`config.mk`:
```
export PLATFORM = sky130hd
export DESIGN_NAME = image_transmitter
export DESIGN_NICKNAME = d
export VERILOG_FILES = /design/src/rtl/rs232_pkg.sv /design/src/rtl/image_transmitter.sv
export SDC_FILE = /design/constraint.sdc
export NUM_CORES = 1
export LEC_CHECK = 0
export ABC_CLOCK_PERIOD_IN_PS = 4500
export CORE_AREA = 3 3 92 94
export CTS_CLUSTER_DIAMETER = 120
export CTS_CLUSTER_SIZE = 20
export DETAILED_ROUTE_END_ITERATION = 6
export DIE_AREA = 0 0 95 97
export PLACE_DENSITY = 0.86
export SLEW_MARGIN = 20
export SYNTH_ARGS = -nofsm -noshare
export SYNTH_HDL_FRONTEND = slang
export SYNTH_SLANG_ARGS = --single-unit
```
`constraint.sdc`:
```
create_clock -name avm_clk -period 4.5 [get_ports avm_clk]
set_input_delay 0.45 -clock avm_clk [delete_from_list [all_inputs] [get_ports avm_clk]]
set_output_delay 0.45 -clock avm_clk [all_outputs]
set_load 0.02 [all_outputs]
```
`src/rtl/rs232_pkg.sv`:
```
// Shared RS232 register map and image-upload FSM states.
// The RS232 receive path imports the same constants.
package rs232_pkg;

  typedef enum logic [2:0] {
    IDLE,
    RD,
    POLL,
    SEND,
    DONE
  } state_t;

  localparam logic [19:0] NUM_WORDS_MAX = 20'hFFFFF;
  localparam logic [4:0]  RX_ADDR       = 5'd0;
  localparam logic [4:0]  TX_ADDR       = 5'd4;
  localparam logic [4:0]  STATUS_ADDR   = 5'd8;
  localparam int unsigned TX_OK_BIT     = 6;
  localparam int unsigned RX_OK_BIT     = 7;

endpackage

```
`src/rtl/image_transmitter.sv`:
```
// Streams 16-bit SRAM words out over the RS232 Avalon-MM core, high byte first,
// polling the TX-ready status bit before every byte.
module image_transmitter
  import rs232_pkg::*;
(
  input  logic        avm_clk,
  input  logic        avm_rst,
  input  logic        i_start,
  input  logic [19:0] i_num_words,
  output logic [19:0] o_sram_addr,
  output logic        o_sram_rd,
  input  logic [15:0] i_sram_data,
  output logic [4:0]  avm_address,
  output logic        avm_read,
  input  logic [31:0] avm_readdata,
  output logic        avm_write,
  output logic [31:0] avm_writedata,
  input  logic        avm_waitrequest,
  output logic        o_busy,
  output logic        o_finished
);

  state_t      state, state_n;
  logic [19:0] addr_n;
  logic [19:0] count, count_n;
  logic [15:0] word, word_n;
  logic        byte_hi, byte_hi_n;
  logic [7:0]  tx_byte;
  logic        last_word;
  logic        unused_status_bits;

  // Only the TX-ready bit of the status word matters here.
  assign unused_status_bits = ^{avm_readdata[31:TX_OK_BIT+1], avm_readdata[TX_OK_BIT-1:0]};

  always_ff @(posedge avm_clk or posedge avm_rst) begin
    if (avm_rst) begin
      state       <= IDLE;
      o_sram_addr <= '0;
      word        <= '0;
      byte_hi     <= 1'b1;
      count       <= '0;
    end else begin
      state       <= state_n;
      o_sram_addr <= addr_n;
      word        <= word_n;
      byte_hi     <= byte_hi_n;
      count       <= count_n;
    end
  end

  always_comb begin
    state_n       = state;
    addr_n        = o_sram_addr;
    word_n        = word;
    byte_hi_n     = byte_hi;
    count_n       = count;
    avm_read      = 1'b0;
    avm_write     = 1'b0;
    avm_address   = '0;
    avm_writedata = '0;
    o_sram_rd     = 1'b0;
    o_busy        = (state != IDLE);
    o_finished    = 1'b0;
    tx_byte       = byte_hi ? word[15:8] : word[7:0];
    // count is never 0 outside IDLE, so count-1 cannot underflow where used.
    last_word     = (o_sram_addr == count - 20'd1);

    case (state)
      IDLE: begin
        if (i_start) begin
          if (i_num_words != '0) begin
            count_n = i_num_words;
            addr_n  = '0;
            state_n = RD;
          end else begin
            state_n = DONE;
          end
        end
      end
      RD: begin
        o_sram_rd = 1'b1;
        word_n    = i_sram_data;
        byte_hi_n = 1'b1;
        state_n   = POLL;
      end
      POLL: begin
        o_sram_rd   = 1'b1;
        avm_read    = 1'b1;
        avm_address = STATUS_ADDR;
        if (!avm_waitrequest && avm_readdata[TX_OK_BIT]) begin
          state_n = SEND;
        end
      end
      SEND: begin
        o_sram_rd     = 1'b1;
        avm_write     = 1'b1;
        avm_address   = TX_ADDR;
        avm_writedata = {24'd0, tx_byte};
        if (!avm_waitrequest) begin
          if (byte_hi) begin
            byte_hi_n = 1'b0;
            state_n   = POLL;
          end else if (last_word) begin
            state_n = DONE;
          end else begin
            addr_n  = o_sram_addr + 20'd1;
            state_n = RD;
          end
        end
      end
      DONE: begin
        o_finished = 1'b1;
        state_n    = IDLE;
      end
      default: state_n = IDLE;
    endcase
  end

endmodule

```
==> results.cfg, run 1 <==
[grt]
grt_pass1_vias = 3396
grt_max_degree = 61
grt.total_usage_pct = 22.41
antenna_found_initial = 0
grt-ovfl-total = 0
grt_first_pass_wirelength_um = 16580

[final_layout]
fillerInstances = 650
drive_above_1_share_pct = 10.63
mostFrequentLayoutCells = nand2_1 (77), clkdlybuf4s50_1 (75), dfrtp_1 (59)
layout_commonest_cell = nand2_1
layoutNonFillerInstCount = 610
antenna_cells = 0
stdcell_area_mm2 = 0.004760
seq_area_mm2 = 0.001503
fin_nets = 577
multi_input_area_mm2 = 0.002078
area_growth_pct = 23.35

[clock_tree]
cts_tree = built
clk_pin_slew_ns = 0.07
cts_sinks = 60
cts_buffer_depth = 2
htreeDepth = 3
post_cts_buffers = 0
clk_latency_ns = 0.35
cts_made_buffers = 9
cts_hold_buf = 0
cts_root_buffer = clkbuf_8
cts_resized = 0

[synthesis]
ys_seq_elements = 60
netlist_area_mm2 = 0.003859
yosys_warnings = 0
synthDistinctLibCells = 57
avgSynthCellArea_um2 = 8.850
synth-edff-count = 0
postSynthCellCount = 436
async_flop_share_pct = 100.0
synth_flop_cell = dfrtp_1
synth_seq_area_share_pct = 38.94

[critical_path]
crit_arrival_ns = 3.72
reg2reg_from = count[5]
reg2reg_slack_ns = 1.0
r2r-end = o_sram_addr[17]
cp-startpoint = count[5]
cp-end-kind = register
worstSetupStartpointType = register
reg2reg_depth = 9
crit_fanout = 32
worstPathRequired_ns = 4.71
endpoint = o_sram_addr[17]
worstSetupPathType = register to register

[die]
io_pins = 134
die_area_mm2 = 0.009215
core-area_mm2 = 0.007727
num_rows = 32
start_util_pct = 49.94
die_h_um = 97
die_w_um = 95

[route]
post-route-drc-count = 0
drt-met1-wl_um = 3982
wl_met2_um = 5133
wire_per_inst_um = 16.54
dr_wl_met3_um = 758
drt_iter0_markers = 242
highest_layer = met4
first_pass_iters = 5
vias = 3497
antenna_left = 0
avgViaCountPerCell = 5.733
wirelength_um = 10090

[job]
cap_violations = 0

[placement]
hpwl_um = 7239
place_area_mm2 = 0.004534
gp_congestion = 0.8726
post-place-cells = 594
io_buffers = 75

[power_and_ir_drop]
power.density_mw_per_mm2 = 565.1
leakage_nw = 1.947
irDropWorstVdd_mv = 0.4034

[sta]
rsz0062_at_grt = no
fin_crit_sh_pct = 77.88
fmaxAchievable_mhz = 285.3
min_period_ns = 3.505
finalSetupTns_ns = 0
setup_viol = 0
slew_violations = 0
whs_ns = 0.5127
relSlewSlack_pct = 43.05
hold_viol_final = 0
skew_ns = 0.01188
worstMarginPinSlew_ns = 0.8472

[status]
status = complete, no violations

[worst_hold_path]
hold_path_class = register to register
[how the worst min path moves through the flow]
stage	from	endpoint	slack, ns	cells after the start
after floorplan	count[19]	count[19]	0.47	2
after global placement	word[7]	word[7]	0.49	1
after detailed placement	count[19]	count[19]	0.49	2
after CTS	word[7]	word[7]	0.51	1
after global routing	word[6]	word[6]	0.53	1
final	word[7]	word[7]	0.51	1
[per-stage QoR]
stage	utilization, %	setup WS, ns	power, W
after floorplan	-	1.576	0.001769
after global placement	58.65	1.284	0.002054
after detailed placement	58.68	1.159	0.002128
after CTS	61.59	1.055	0.002695
after global routing	61.59	0.7813	0.002863
final	61.59	0.9953	0.002690
[cells by family (layout without fill, tap and decap cells)]
| group | after synthesis | in the layout | share of synthesized area (%) |
|---|---|---|---|
| XOR/XNOR | 23 | 23 | 5.220 |
| flip-flops | 60 | 60 | 38.94 |
| AO/OA/AOI/OAI | 67 | 67 | 11.48 |
| other | 1 | 27 | 0.09718 |
| buffers and inverters | 60 | 106 | 9.857 |
| multiplexers | 32 | 32 | 8.820 |
| AND/OR/NAND/NOR | 191 | 191 | 24.94 |
| adder cells (fa/ha/maj) | 2 | 2 | 0.6484 |
[final cells by class]
type	count	area share (%)
Sequential cell	60	31.57
Clock buffer	9	2.603
Timing Repair Buffer	80	16.56
Clock inverter	7	2.129
Inverter	10	0.7886
Multi-Input combinational cell	342	43.66
Tap cell	102	2.681
[registers in the layout, summed over array words and instances, names as in the netlist]
signal and count:
byte_hi 1, count 20, o_sram_addr 20, state 3, word 16
[where the power goes]
| group | total [W] | internal (W) | switching [W] |
|---|---|---|---|
| clock network | 0.000550 | 0.000314 | 0.000236 |
| logic | 0.00119 | 0.000547 | 0.000642 |
| registers | 0.000951 | 0.000721 | 0.000230 |
| total | 0.00269 | 0.00158 | 0.00111 |
[critical path, stage by stage, from the launching register on]
cell and delay (ns):
dfrtp_1 0.48, nor4_2 0.80, nand3_1 0.29, a2111oi_2 0.44, o32ai_1 0.18, nor4b_2 0.38, and4_1 0.23, buf_4 0.31
nor3_1 0.12, mux2i_1 0.14
[synthesized netlist by cell type (all sizes together) (4+ instances only)]
| master | number | share of area, % |
|---|---|---|
| nand2b | 4 | 0.65 |
| o21ai | 29 | 4.1 |
| nand2 | 77 | 7.5 |
| o211ai | 6 | 1.2 |
| or3 | 10 | 1.6 |
| xor2 | 6 | 1.4 |
| nor4 | 9 | 1.6 |
| a21oi | 12 | 1.8 |
| and2 | 5 | 0.81 |
| xnor2 | 17 | 3.9 |
| nor3 | 11 | 1.4 |
| clkbuf | 13 | 1.3 |
| mux2i | 16 | 4.2 |
| nand4 | 11 | 1.8 |
| buf | 37 | 7.6 |
| inv | 10 | 0.97 |
| dfrtp | 59 | 38 |
| nor2 | 28 | 2.7 |
| mux2 | 16 | 4.7 |
| and3 | 5 | 0.81 |
| o31ai | 5 | 0.97 |
| nand3 | 12 | 1.6 |
[per-layer routing]
| layer | GRT usage, % | up-vias |
|---|---|---|
| li1 | - | 1622 |
| met1 | 28.12 | 1696 |
| met4 | 7.769 | 0 |
| met2 | 37.36 | 154 |
| met3 | 5.210 | 25 |
| met5 | 0 | - |
Note: power is estimated with default switching activity, not from simulation.
==> run 2: changes to the inputs <==
--- a/config.mk
+++ b/config.mk
@@ -5,13 +5,13 @@
 export SDC_FILE = /design/constraint.sdc
 export NUM_CORES = 1
 export LEC_CHECK = 0
-export ABC_CLOCK_PERIOD_IN_PS = 4500
-export CORE_AREA = 3 3 92 94
+export ABC_CLOCK_PERIOD_IN_PS = 2800
+export CORE_AREA = 3 3 100 102
 export CTS_CLUSTER_DIAMETER = 120
 export CTS_CLUSTER_SIZE = 20
 export DETAILED_ROUTE_END_ITERATION = 6
-export DIE_AREA = 0 0 95 97
-export PLACE_DENSITY = 0.86
+export DIE_AREA = 0 0 103 105
+export PLACE_DENSITY = 0.77
 export SLEW_MARGIN = 20
 export SYNTH_ARGS = -nofsm -noshare
 export SYNTH_HDL_FRONTEND = slang
==> constraint.sdc (replaced) <==
create_clock -name avm_clk -period 2.8 [get_ports avm_clk]
set_input_delay 0.28 -clock avm_clk [delete_from_list [all_inputs] [get_ports avm_clk]]
set_output_delay 0.28 -clock avm_clk [all_outputs]
set_load 0.02 [all_outputs]
==> run 2 against run 1 <==
Net effect:
- power rose by 74%
- sequential power rose by 49%
- fmax rose by 19%
- the run now ends with negative setup slack left
- highest routed layer unchanged
- setup slack got worse by 1.1 ns
- clock power rose by 61%
- hold slack got worse by 0.27 ns
- critical path type unchanged
- via count rose by 3.5%
- critical path depth did not move
==> results.cfg, run 2 (same netlist as run 1, synthesis figures left out) <==
[route]
drt_iter0_markers = 148
post-route-drc-count = 0
dr_wl_met3_um = 836
highest_layer = met4
first_pass_iters = 5
avgViaCountPerCell = 5.527
antenna_left = 0
drt-met1-wl_um = 4349
wirelength_um = 10550
vias = 3620
wire_per_inst_um = 16.11
wl_met2_um = 5294

[sta]
slew_violations = 0
skew_ns = 0.01072
setup_slack_ns = -0.1376
min_period_ns = 2.938
rsz0062_at_grt = yes
fmaxAchievable_mhz = 340.4
setup_viol = 21
finalSetupTns_ns = -2.223
hold_viol_final = 0
fin_crit_sh_pct = 104.9

[placement]
gp_congestion = 0.8627
hpwl_um = 7839
io_buffers = 75
post-place-ws_ns = -0.1578
post-place-cells = 636

[power_and_ir_drop]
p_sw_w = 0.001854
clock_power_share_pct = 19.0
power_w = 0.004668
irDropWorstVdd_mv = 0.5446
leakage_nw = 2.161
switching_share_pct = 39.71
seqPwrFrac_pct = 30.4
power.density_mw_per_mm2 = 902.5
p_int_w = 0.002814
combPwrFrac_pct = 50.6

[die]
die_h_um = 105
die_area_mm2 = 0.01082
io_pins = 134
core-area_mm2 = 0.009196
num_rows = 35
die_w_um = 103
start_util_pct = 41.96

[critical_path]
crit_arrival_ns = 3.16
cp-end-kind = register
slowest_delay_ns = 0.55
crit_fanout = 16
cp_cell_sequence = or4_4 > or3_4 > a2111oi_4 > o32ai_2 > nor4b_2 > and4_4 > buf_12 > nor3_1 > mux2i_1
cp_slowest_cell = or4_4
worstSetupPathType = register to register
worstSetupStartpointType = register
worstPathRequired_ns = 3.02

[job]
cap_violations = 0

[final_layout]
fin_util_pct = 56.24
area_growth_pct = 34.05
largestRegisters = count (20), o_sram_addr (20), word (16)
antenna_cells = 0
drive_above_1_share_pct = 19.49
fin_nets = 613
layoutNonFillerInstCount = 655
mostFrequentLayoutCells = nand2_1 (76), clkdlybuf4s50_1 (75), dfrtp_1 (59)
layout_commonest_cell = nand2_1
fillerInstances = 843

[clock_tree]
cts_made_buffers = 9
cts_root_buffer = clkbuf_8
cts_sinks = 60
cts_buffer_depth = 2
cts_tree = built
clk_pin_slew_ns = 0.08
clk_latency_ns = 0.35
cts_hold_buf = 0
htreeDepth = 3

[grt]
antenna_found_initial = 0
grt_first_pass_wirelength_um = 17560
grt.total_usage_pct = 20.11
grt_max_degree = 36
grt-ovfl-total = 0
grt_pass1_vias = 3574

[status]
violations = negative setup slack
status = complete, but fails checks

[worst_hold_path]
hold_path_class = input pin to async pin
[run 2: path summary, 6_finish.rpt]
check                                     start         endpoint  slack [ns]  cells after the start
worst max-delay path                  count[17]  o_sram_addr[11]       -0.14                      9
worst min-delay path                    avm_rst   o_sram_addr[4]        0.24                      2
worst max register to register        count[17]  o_sram_addr[11]       -0.14                      9
worst min register to register          word[1]          word[1]        0.51                      1
max in group asynchronous               avm_rst          word[0]        2.00                      3
min in group avm_clk            i_num_words[15]        count[15]        0.48                      3
[run 2: layout make-up]
class,count,area [um2],share of cell area [%]
Sequential cell,60,1503,29.05
Multi-Input combinational cell,342,2177,42.09
Inverter,10,37.54,0.7257
Clock inverter,7,101.3,1.959
Tap cell,111,138.9,2.685
Timing Repair Buffer,116,1091,21.09
Clock buffer,9,123.9,2.395
[run 2: repair_timing]
action | 4_1_cts | 5_1_grt
gates cloned | 1 | 0
setup buffers | 0 | 2
endpoints found under the setup margin | 20 | 22
resized for setup | 9 | 12
pin swaps | 6 | 3
[run 2: critical path: cells and delay by family, from the launching register on]
kind | cells | cell delay [ns]
AO/OA/AOI/OAI | 2 | 0.45
multiplexers | 1 | 0.13
AND/OR/NAND/NOR | 5 | 1.68
buffers and inverters | 1 | 0.15
flip-flops | 1 | 0.39
[run 2: power groups by stage]
stage                     clock [W]  sequential, W  combinational [W]
final                      0.000887        0.00142            0.00236
after global routing       0.000946        0.00146            0.00261
after floorplan                   0        0.00137            0.00150
after CTS                  0.000911        0.00142            0.00230
after detailed placement          0        0.00143            0.00225
after global placement            0        0.00141            0.00219
[run 2: per-layer routing]
metal	global-route usage [%]	vias to the layer above
met5	0	-
met4	4.070	0
met2	33.41	144
met1	25.90	1776
li1	-	1688
met3	5.674	12
[run 2: stage by stage]
step,cell area [um2],hold slack [ns]
floorplan,3986,0.3854
global route,5172,0.2702
CTS,5117,0.2434
finish,5172,0.2388
detailed placement,4828,0.4953
global placement,4828,0.4890
